===== src/rtl/serial_cmd_scheduler_if.sv =====
// Scheduler-side bundle: RX byte stream, RX fifo read port, decoder handshake and command status.
interface serial_cmd_scheduler_if;
  localparam int unsigned BYTE_W = 8;
  localparam int unsigned CNT_W  = 16;

  logic              rx_byte_valid;
  logic [BYTE_W-1:0] rx_byte;
  logic              fifo_empty;
  logic [BYTE_W-1:0] fifo_data;
  logic              fifo_pop;
  logic              dec_read_clk;
  logic              dec_cmd_ready;
  logic              dec_cmd_processed;
  logic              dec_decode_success;
  logic              dec_cmd_processed_received;
  logic              cmd_valid;
  logic              cmd_error;
  logic              cmd_timeout;
  logic [CNT_W-1:0]  cmd_count;
  logic [CNT_W-1:0]  err_count;
  logic              busy;

  modport master (
    input  rx_byte_valid, rx_byte, fifo_empty, fifo_data,
    input  dec_read_clk, dec_cmd_processed, dec_decode_success,
    output fifo_pop, dec_cmd_ready, dec_cmd_processed_received,
    output cmd_valid, cmd_error, cmd_timeout, cmd_count, err_count, busy
  );

  modport slave (
    output rx_byte_valid, rx_byte, fifo_empty, fifo_data,
    output dec_read_clk, dec_cmd_processed, dec_decode_success,
    input  fifo_pop, dec_cmd_ready, dec_cmd_processed_received,
    input  cmd_valid, cmd_error, cmd_timeout, cmd_count, err_count, busy
  );
endinterface


===== src/rtl/serial_cmd_scheduler.sv =====
// Hands EOF-terminated commands from the RX fifo to a decoder one at a time,
// with a decode watchdog and a flush-to-EOF recovery path after failures.
module serial_cmd_scheduler #(
  parameter logic [7:0]  EOF_BYTE       = 8'h0D,
  parameter int unsigned TIMEOUT_CYCLES = 50000,
  parameter int unsigned PENDING_WIDTH  = 4
) (
  input  logic                    clk,
  input  logic                    rst,
  serial_cmd_scheduler_if.master  bus
);

  localparam int unsigned TCNT_W = (TIMEOUT_CYCLES > 1) ? $clog2(TIMEOUT_CYCLES) : 1;
  localparam logic [TCNT_W-1:0] TCNT_LAST = TCNT_W'(TIMEOUT_CYCLES - 1);

  typedef enum logic [2:0] {
    IDLE, START, WAIT_DECODE, ACK, FLUSH_POP, FLUSH_CHK
  } state_t;

  state_t                   state;
  logic [PENDING_WIDTH-1:0] pending;
  logic [TCNT_W-1:0]        tcnt;
  logic                     eof_seen;
  logic                     pop_d;
  logic                     success_q;

  logic eof_in_c;
  logic eof_now_c;
  logic retire_c;

  assign eof_in_c  = bus.rx_byte_valid && (bus.rx_byte == EOF_BYTE);
  // Byte popped by the decoder last cycle is visible now; fold it in before deciding.
  assign eof_now_c = eof_seen || (pop_d && (bus.fifo_data == EOF_BYTE));

  // Fifo read port is owned by the decoder while decoding, by the flush path otherwise.
  always_comb begin
    bus.fifo_pop = 1'b0;
    case (state)
      WAIT_DECODE: bus.fifo_pop = bus.dec_read_clk;
      FLUSH_POP:   bus.fifo_pop = ~bus.fifo_empty;
      default:     bus.fifo_pop = 1'b0;
    endcase
  end

  // A command leaves the pending count once its EOF byte has left the fifo.
  always_comb begin
    retire_c = 1'b0;
    case (state)
      WAIT_DECODE: retire_c = !bus.dec_cmd_processed && (tcnt == TCNT_LAST) && eof_now_c;
      ACK:         retire_c = !bus.dec_cmd_processed && (success_q || eof_now_c);
      FLUSH_CHK:   retire_c = (bus.fifo_data == EOF_BYTE);
      default:     retire_c = 1'b0;
    endcase
  end

  always_ff @(posedge clk or negedge rst) begin
    if (!rst) begin
      pending <= '0;
    end else if (eof_in_c && !retire_c) begin
      if (pending != '1) pending <= pending + PENDING_WIDTH'(1);
    end else if (!eof_in_c && retire_c) begin
      if (pending != '0) pending <= pending - PENDING_WIDTH'(1);
    end
  end

  always_ff @(posedge clk or negedge rst) begin
    if (!rst) begin
      state                          <= IDLE;
      tcnt                           <= '0;
      eof_seen                       <= 1'b0;
      pop_d                          <= 1'b0;
      success_q                      <= 1'b0;
      bus.dec_cmd_ready              <= 1'b0;
      bus.dec_cmd_processed_received <= 1'b0;
      bus.cmd_valid                  <= 1'b0;
      bus.cmd_error                  <= 1'b0;
      bus.cmd_timeout                <= 1'b0;
      bus.cmd_count                  <= '0;
      bus.err_count                  <= '0;
      bus.busy                       <= 1'b0;
    end else begin
      bus.dec_cmd_ready <= 1'b0;
      bus.cmd_valid     <= 1'b0;
      bus.cmd_error     <= 1'b0;
      bus.cmd_timeout   <= 1'b0;
      pop_d             <= (state == WAIT_DECODE) && bus.dec_read_clk;
      if (pop_d && (bus.fifo_data == EOF_BYTE)) eof_seen <= 1'b1;

      case (state)
        IDLE: begin
          if ((pending != '0) && !bus.fifo_empty) begin
            state             <= START;
            bus.dec_cmd_ready <= 1'b1;
            bus.busy          <= 1'b1;
          end
        end
        START: begin
          tcnt     <= '0;
          eof_seen <= 1'b0;
          state    <= WAIT_DECODE;
        end
        WAIT_DECODE: begin
          if (bus.dec_cmd_processed) begin
            success_q                      <= bus.dec_decode_success;
            bus.dec_cmd_processed_received <= 1'b1;
            state                          <= ACK;
          end else if (tcnt == TCNT_LAST) begin
            bus.cmd_error   <= 1'b1;
            bus.cmd_timeout <= 1'b1;
            bus.err_count   <= bus.err_count + 16'd1;
            state           <= eof_now_c ? IDLE : FLUSH_POP;
            bus.busy        <= !eof_now_c;
          end else begin
            tcnt <= tcnt + TCNT_W'(1);
          end
        end
        ACK: begin
          if (!bus.dec_cmd_processed) begin
            bus.dec_cmd_processed_received <= 1'b0;
            if (success_q) begin
              bus.cmd_valid <= 1'b1;
              bus.cmd_count <= bus.cmd_count + 16'd1;
              state         <= IDLE;
              bus.busy      <= 1'b0;
            end else begin
              bus.cmd_error <= 1'b1;
              bus.err_count <= bus.err_count + 16'd1;
              state         <= eof_now_c ? IDLE : FLUSH_POP;
              bus.busy      <= !eof_now_c;
            end
          end
        end
        FLUSH_POP: begin
          if (bus.fifo_empty) begin
            state    <= IDLE;
            bus.busy <= 1'b0;
          end else begin
            state <= FLUSH_CHK;
          end
        end
        FLUSH_CHK: begin
          if (bus.fifo_data == EOF_BYTE) begin
            state    <= IDLE;
            bus.busy <= 1'b0;
          end else begin
            state <= FLUSH_POP;
          end
        end
        default: begin
          state    <= IDLE;
          bus.busy <= 1'b0;
        end
      endcase
    end
  end

endmodule


===== src/flat_wrapper.sv =====
// flat-port wrapper written by rule: the top's interface ports become plain ports
module serial_cmd_scheduler_flat 
#(
  parameter logic [7:0]  EOF_BYTE       = 8'h0D,
  parameter int unsigned TIMEOUT_CYCLES = 50000,
  parameter int unsigned PENDING_WIDTH  = 4
)
  (clk, rst, bus_rx_byte_valid, bus_rx_byte, bus_fifo_empty, bus_fifo_data, bus_dec_read_clk, bus_dec_cmd_processed, bus_dec_decode_success, bus_fifo_pop, bus_dec_cmd_ready, bus_dec_cmd_processed_received, bus_cmd_valid, bus_cmd_error, bus_cmd_timeout, bus_cmd_count, bus_err_count, bus_busy);
  serial_cmd_scheduler_if bus_i ();
  input  logic clk;
  input  logic rst;
  input wire logic [$bits(bus_i.rx_byte_valid)-1:0] bus_rx_byte_valid;
  input wire logic [$bits(bus_i.rx_byte)-1:0] bus_rx_byte;
  input wire logic [$bits(bus_i.fifo_empty)-1:0] bus_fifo_empty;
  input wire logic [$bits(bus_i.fifo_data)-1:0] bus_fifo_data;
  input wire logic [$bits(bus_i.dec_read_clk)-1:0] bus_dec_read_clk;
  input wire logic [$bits(bus_i.dec_cmd_processed)-1:0] bus_dec_cmd_processed;
  input wire logic [$bits(bus_i.dec_decode_success)-1:0] bus_dec_decode_success;
  output wire logic [$bits(bus_i.fifo_pop)-1:0] bus_fifo_pop;
  output wire logic [$bits(bus_i.dec_cmd_ready)-1:0] bus_dec_cmd_ready;
  output wire logic [$bits(bus_i.dec_cmd_processed_received)-1:0] bus_dec_cmd_processed_received;
  output wire logic [$bits(bus_i.cmd_valid)-1:0] bus_cmd_valid;
  output wire logic [$bits(bus_i.cmd_error)-1:0] bus_cmd_error;
  output wire logic [$bits(bus_i.cmd_timeout)-1:0] bus_cmd_timeout;
  output wire logic [$bits(bus_i.cmd_count)-1:0] bus_cmd_count;
  output wire logic [$bits(bus_i.err_count)-1:0] bus_err_count;
  output wire logic [$bits(bus_i.busy)-1:0] bus_busy;
  assign bus_i.rx_byte_valid = bus_rx_byte_valid;
  assign bus_i.rx_byte = bus_rx_byte;
  assign bus_i.fifo_empty = bus_fifo_empty;
  assign bus_i.fifo_data = bus_fifo_data;
  assign bus_i.dec_read_clk = bus_dec_read_clk;
  assign bus_i.dec_cmd_processed = bus_dec_cmd_processed;
  assign bus_i.dec_decode_success = bus_dec_decode_success;
  assign bus_fifo_pop = bus_i.fifo_pop;
  assign bus_dec_cmd_ready = bus_i.dec_cmd_ready;
  assign bus_dec_cmd_processed_received = bus_i.dec_cmd_processed_received;
  assign bus_cmd_valid = bus_i.cmd_valid;
  assign bus_cmd_error = bus_i.cmd_error;
  assign bus_cmd_timeout = bus_i.cmd_timeout;
  assign bus_cmd_count = bus_i.cmd_count;
  assign bus_err_count = bus_i.err_count;
  assign bus_busy = bus_i.busy;
  serial_cmd_scheduler #(.EOF_BYTE(EOF_BYTE), .TIMEOUT_CYCLES(TIMEOUT_CYCLES), .PENDING_WIDTH(PENDING_WIDTH)) u_core (.clk(clk), .rst(rst), .bus(bus_i));
endmodule

===== config.mk =====
export PLATFORM = sky130hd
export DESIGN_NAME = serial_cmd_scheduler_flat
export DESIGN_NICKNAME = d
export VERILOG_FILES = /design/src/rtl/serial_cmd_scheduler_if.sv /design/src/rtl/serial_cmd_scheduler.sv /design/src/flat_wrapper.sv
export SDC_FILE = /design/constraint.sdc
export NUM_CORES = 1
export LEC_CHECK = 0
export ABC_CLOCK_PERIOD_IN_PS = 2500
export BUFFER_PORTS_ARGS = -buffer_cell sky130_fd_sc_hd__buf_2
export CORE_AREA = 4 4 115 117
export CTS_CLUSTER_DIAMETER = 120
export DETAILED_ROUTE_END_ITERATION = 12
export DIE_AREA = 0 0 119 121
export GPL_TIMING_DRIVEN = 0
export HOLD_SLACK_MARGIN = 0.03
export PLACE_DENSITY_LB_ADDON = 0.2
export SYNTH_ARGS = -nofsm -noshare
export SYNTH_HDL_FRONTEND = slang
export SYNTH_SLANG_ARGS = --single-unit

===== constraint.sdc =====
create_clock -name clk -period 2.5 [get_ports clk]
set_input_delay 0.375 -clock clk [delete_from_list [all_inputs] [get_ports clk]]
set_output_delay 0.375 -clock clk [all_outputs]
set_load 0.03 [all_outputs]

---- After elaboration in Yosys (flattened, before gate mapping) ----
Index checks and enable logic that the tools add are counted.
storage, ports and cells
  register bits ........................... 64
  word-level logic and storage cells ...... 120
  input port bits ......................... 23
  output and inout bits ................... 39
operators by class
  equality and inequality tests ........... 20
  bitwise logic cells ..................... 3
  $add $sub $neg .......................... 5
  reductions and logical operators ........ 31
  muxes and demuxes ....................... 47
operator list
  kind                                                   number
  two-way mux 16 bit                                     6
  one-hot mux 16 bit (2 select lines)                    2
  adder 16 x 1 -> 16 bit, second input constant          3
  two-way mux 3 bit                                      8
  two-way mux 1 bit                                      21
  one-hot mux 3 bit (6 select lines)                     1
  equality test 16 bit, second input constant            1
  equality test 8 x 4 -> 1 bit, second input constant    2
  two-way mux 4 bit                                      4
  AND reduction 3 bit                                    5
  inequality test 2 bit, second input constant           7
  nonzero test 2 bit                                     5
  logical AND 1 bit                                      9
  AND reduction 7 bit                                    1
  equality test 3 x 2 -> 1 bit, second input constant    2
  equality test 3 bit, second input constant             2
  inequality test 2 x 1 -> 1 bit, second input constant  3
  one-hot mux 1 bit (2 select lines)                     3
  one-hot mux 1 bit (6 select lines)                     1
  zero test 1 bit                                        5
  AND reduction 5 bit                                    1
  adder 4 x 1 -> 4 bit, second input constant            1
  inequality test 4 bit, second input constant           1
  nonzero test 4 bit                                     1
  other kinds (8)                                        11

---- Depth between registers and ports, before layout ----
  word-level depth ........................ 10
  depth in mapped cells ................... 13
  gate-level depth less buffers ........... 12

---- Worst setup path before layout ----
No wires, ideal clock.
  kind .................................... reg2reg
  from .................................... reg u_core.state[2]
  to ...................................... reg u_core.pending[3]
  path slack .............................. -161 ps
  clock period less this slack ............ 2661 ps
  required time ........................... 2377 ps
  data arrival time ....................... 2538 ps
  setup time .............................. 123 ps
  stages on the path, launching flop included .. 14
  path buffers ............................ 2
  path through ............................ dfrtp_1 buf_6 or3b_1 buf_6 nor2_4 nor2_2 a22o_4 nand2_1 ha_1 a21o_1 a21oi_1 nor3b_1 mux2i_1 xnor2_1
between the ends
  cells in the longest elaborated chain, start to end .. 6
  elaborated cells on any way between the ends .. 12
  classes of those cells .................. eq/ne: 4; mux: 2; reduce/logical: 6
ends and longest elaborated chain
  item                                                                          RTL line                     RTL
  from (decl)                                                                   serial_cmd_scheduler.sv:20   state_t state;
  from (signal assigned)                                                        serial_cmd_scheduler.sv:111  state <= eof_now_c ? IDLE : FLUSH_POP;
  from (signal assigned)                                                        serial_cmd_scheduler.sv:128  state <= eof_now_c ? IDLE : FLUSH_POP;
  equality test 3 bit or equality test 3 x 2 -> 1 bit (tied branches)           serial_cmd_scheduler.sv:48   case (state)
  one-hot mux 1 bit (3 select lines) *                                          serial_cmd_scheduler.sv:48
  zero test 1 bit                                                               serial_cmd_scheduler.sv:59   end else if (eof_in_c && !retire_c) begin
  logical AND 1 bit                                                             serial_cmd_scheduler.sv:59
  inequality test 2 bit (no source line) or nonzero test 2 bit (tied branches)  --
  AND reduction 3 bit (no source line)                                          --
  to (signal assigned)                                                          serial_cmd_scheduler.sv:60   if (pending != '1) pending <= pending + PENDING_WIDTH'(1);
  to (signal assigned)                                                          serial_cmd_scheduler.sv:62   if (pending != '0) pending <= pending - PENDING_WIDTH'(1);
  to (decl)                                                                     serial_cmd_scheduler.sv:21   logic [PENDING_WIDTH-1:0] pending;
Mark *: on every way between the ends. The rest lies on a longest branch, timed or not.
A chain may end at the register's enable or synchronous reset.

---- Final worst setup path ----
  from .................................... reg u_core.tcnt[12]
  to ...................................... reg u_core.pending[1]
between the ends
  cells in the longest elaborated chain, start to end .. 8
  elaborated cells on any way between the ends .. 12
  classes of those cells .................. eq/ne: 2; mux: 2; reduce/logical: 8
ends and longest elaborated chain
  item                                                                          RTL line                     RTL
  from (decl)                                                                   serial_cmd_scheduler.sv:22   logic [TCNT_W-1:0] tcnt;
  from (signal assigned)                                                        serial_cmd_scheduler.sv:114  tcnt <= tcnt + TCNT_W'(1);
  equality test 16 bit *                                                        serial_cmd_scheduler.sv:49   WAIT_DECODE: retire_c = !bus.dec_cmd_processed && (tcnt == TCNT_LAST) && eof_now_c;
  logical AND 1 bit * (2 in series)                                             serial_cmd_scheduler.sv:49
  one-hot mux 1 bit (3 select lines) *                                          serial_cmd_scheduler.sv:48
  zero test 1 bit                                                               serial_cmd_scheduler.sv:59
  logical AND 1 bit                                                             serial_cmd_scheduler.sv:59
  inequality test 2 bit (no source line) or nonzero test 2 bit (tied branches)  --
  AND reduction 3 bit (no source line)                                          --
Marks and branches as above.

==> run metrics <==
worst setup path end=u_core.pending[1]; Remaining DRCs=0; Worst-Margin Slew=0.8384 ns; status=completed; Pleak=1.991 nW; Boundary Pins=62; share of cells above drive strength 1=29.74%; Worst R2R End=u_core.pending[1]; Final nets=414; Synth Instances=303; flop2flop setup slack=0.006 ns; Layout Cells excl Fill=562; final setup vio count=0; Hold Path Class=in2async; final wirelength=7389 um; prevailing post-synth register cell=dfrtp_1; Mapped Area=3211 um2; Cell variety after synth=48; total gr overflow=0; R2R depth=9; Place WS=-0.3481 ns; Reg-to-Reg Start=u_core.tcnt[12]; MaxCap Viol Count=0; Cells after DPL=536; die area=14400 um2; synth top area cells=dfrtp_1 50%, xor2_1 7.4%, xnor2_1 5.5%; average wire per standard cell=13.15 um; total number of yosys warnings=0; flops & latches, synth=64; Post-Route Setup TNS=0 ns; Placed Area=3767 um2; Syn-to-layout area delta=30.98%; initial DRC count=140; Internal Power=2.378 mW; Die Wd=119 um; Worst Setup SP=u_core.tcnt[12]; crit path launch type=register; share of the synthesized area in the top cell type=49.88%; core area=12360 um2; post-synth top area cell=dfrtp_1; first-pass detailed-route iteration total=4; port bufs=61; Num CTS Buffers=9; NetSw=1.230 mW; vias in the first global route=2503; Final Hold Fails=0; H-Tree Depth=3; Worst Path Arrival=2.70 ns; post-synthesis net count=332; Inserted Diodes=0; Max VDD drop=385.6 uV; count of flip-flops with a built-in enable after synthesis=0; Post-Syn Area per Cell=10.60 um2; Gate power share=28.5%; antenna-violating nets left=0; RSZ-0062 raised after global routing=true; Max clock buf depth=2; pin count of the biggest net entering global routing=65; Via Count=2486; sequential cell area=1603 um2; GRT Util Overall=11.03%; area of the multi-input gates=1638 um2; clk sink count=64; P per Cell Area=858.1 nW/um2; most common cell in the netlist=dfrtp_1; initial antenna violation count=0; CTS tree=done; Worst EP required=2.71 ns; post-detail-place hpwl=5136 um; Pins Over Slew Limit=0; Min Hold Slack=0.1333 ns; crit path time final=2.494 ns; Final WS setup=0.006172 ns; Final period util=99.75%; post-synthesis async set-or-reset flop share=100.0%; Sw Share=34.10%; Seq/Total Area, Yosys=49.88%; clk root buf=clkbuf_16; Flop pwr share=36.5%; CP Max Fanout=4; Initial Utilization=25.97%; first-pass GRT wire length=12730 um; Layout fillers=1275; Die Y=121 um; Clock Power Share=35.0%; Cell Rows=41; latest clock arrival within the worst-skew pair=0.33 ns; type of the worst setup path=reg2reg; clock slew at reported path FFs=0.05 ns; Max-slew headroom=42.66%; Via density=4.423; fmax=401.0 MHz; Synth top cells by count=64 x dfrtp_1, 35 x nor2_1, 27 x xor2_1; crit path capture type=register; final instance area=4205 um2; RePlAce Congestion=0.7442; clock skew=0.006887 ns
==> cells by family (layout without fill, tap and decap cells) <==
logic type	Yosys count	count (layout)	synth area share (%)
fa+ha+maj	6	6	2.572
flops	64	64	49.88
buf+inv	12	99	1.909
mux	8	8	3.351
simple gates	141	141	23.93
xor+xnor	47	47	12.82
compound gates	25	25	5.534
==> final cells by class <==
type / count / share of cell area (%)
multi-input combinational: 227 / 38.95
sequential: 64 / 38.11
timing repair buffer: 71 / 9.104
clock buffer: 13 / 6.189
tap: 172 / 5.118
buffer: 8 / 1.131
clock inverter: 3 / 0.9521
inverter: 4 / 0.4463
==> repair_timing <==
action / 4_1_cts / 5_1_grt
buffers inserted: 5 / 5
setup endpoints to repair: 3 / 13
pin swaps: 7 / 7
gates resized for setup: 2 / 11
hold buffers: 0 / 0
==> power by group through the flow <==
stage | logic, mW | registers (mW) | clock network (mW)
2_1_floorplan | 0.583 | 1.43 | 0
3_3_place_gp | 0.990 | 1.33 | 0
3_5_place_dp | 0.988 | 1.33 | 0
4_1_cts | 0.999 | 1.32 | 1.31
5_1_grt | 1.15 | 1.34 | 1.36
6_report | 1.03 | 1.32 | 1.26
==> cells in the final DEF, fill, tap and decap left out, types with 3 or more instances in the layout <==
cell       synthesis  final
a21o_1             3      3
a21oi_1            7      6
and2_1             3      3
and3_1            10      9
and4_1             4      4
buf_2              1     61
buf_4              0     11
clkbuf_1           5      6
clkbuf_16          0      9
dfrtp_1           64     63
ha_1               5      3
inv_1              3      3
mux2_2             4      4
nand2_1           25     24
nand2b_1           4      4
nand3_1           16     16
nand4_1           14     14
nor2_1            35     34
nor3_1             4      4
nor4_1             3      3
nor4b_1            5      3
o21ai_0            7      7
or4_1              3      3
xnor2_1           20     20
xor2_1            27     27
==> layer usage <==
| layer | GRT usage (%) | wire length (um) | vias to the layer above |
|---|---|---|---|
| met2 | 16.57 | 3295 | 59 |
| met3 | 2.984 | 374 | 7 |
| met4 | 4.779 | 108 | 0 |
| li1 | - | - | 1234 |
| met1 | 14.93 | 3611 | 1186 |
| met5 | 0 | 0 | - |
==> flip-flops by register name, summed over array words and instances, names as in the netlist <==
register                               cells
u_core.bus.busy                            1
u_core.bus.cmd_timeout                     1
u_core.bus.cmd_error                       1
u_core.pop_d                               1
u_core.eof_seen                            1
u_core.bus.dec_cmd_ready                   1
u_core.tcnt                               16
u_core.success_q                           1
u_core.bus.dec_cmd_processed_received      1
u_core.state                               3
u_core.bus.cmd_count                      16
u_core.bus.err_count                      16
u_core.pending                             4
u_core.bus.cmd_valid                       1
==> per-stage QoR <==
step           total power, mW  utilization [%]
2_1_floorplan            2.011                -
3_3_place_gp             2.319            30.45
3_5_place_dp             2.319            30.47
4_1_cts                  3.622            33.36
5_1_grt                  3.848            34.01
6_report                 3.608            34.01
==> worst min path at each step <==
stage / startpoint / end / slack (ns) / depth (start not counted)
after floorplan: rst / u_core.bus.busy / 0.08 / 0
after global placement: u_core.bus.cmd_count[15] / u_core.bus.cmd_count[15] / 0.46 / 1
after global routing: rst / u_core.bus.err_count[11] / 0.22 / 1
after CTS: rst / u_core.bus.err_count[11] / 0.19 / 1
final: rst / u_core.bus.err_count[11] / 0.13 / 1
after detailed placement: u_core.bus.cmd_count[15] / u_core.bus.cmd_count[15] / 0.47 / 1
==> worst max-delay path, cell delays in order (launching register included) <==
cell and delay [ns]:
dfrtp_2 0.44, nor4bb_4 0.32, nand4_1 0.21, a21o_1 0.23, a22o_4 0.23, nand2_4 0.08
buf_4 0.11, buf_4 0.10, fa_2 0.40, mux2_4 0.26
(Power assumes the default switching activity.)
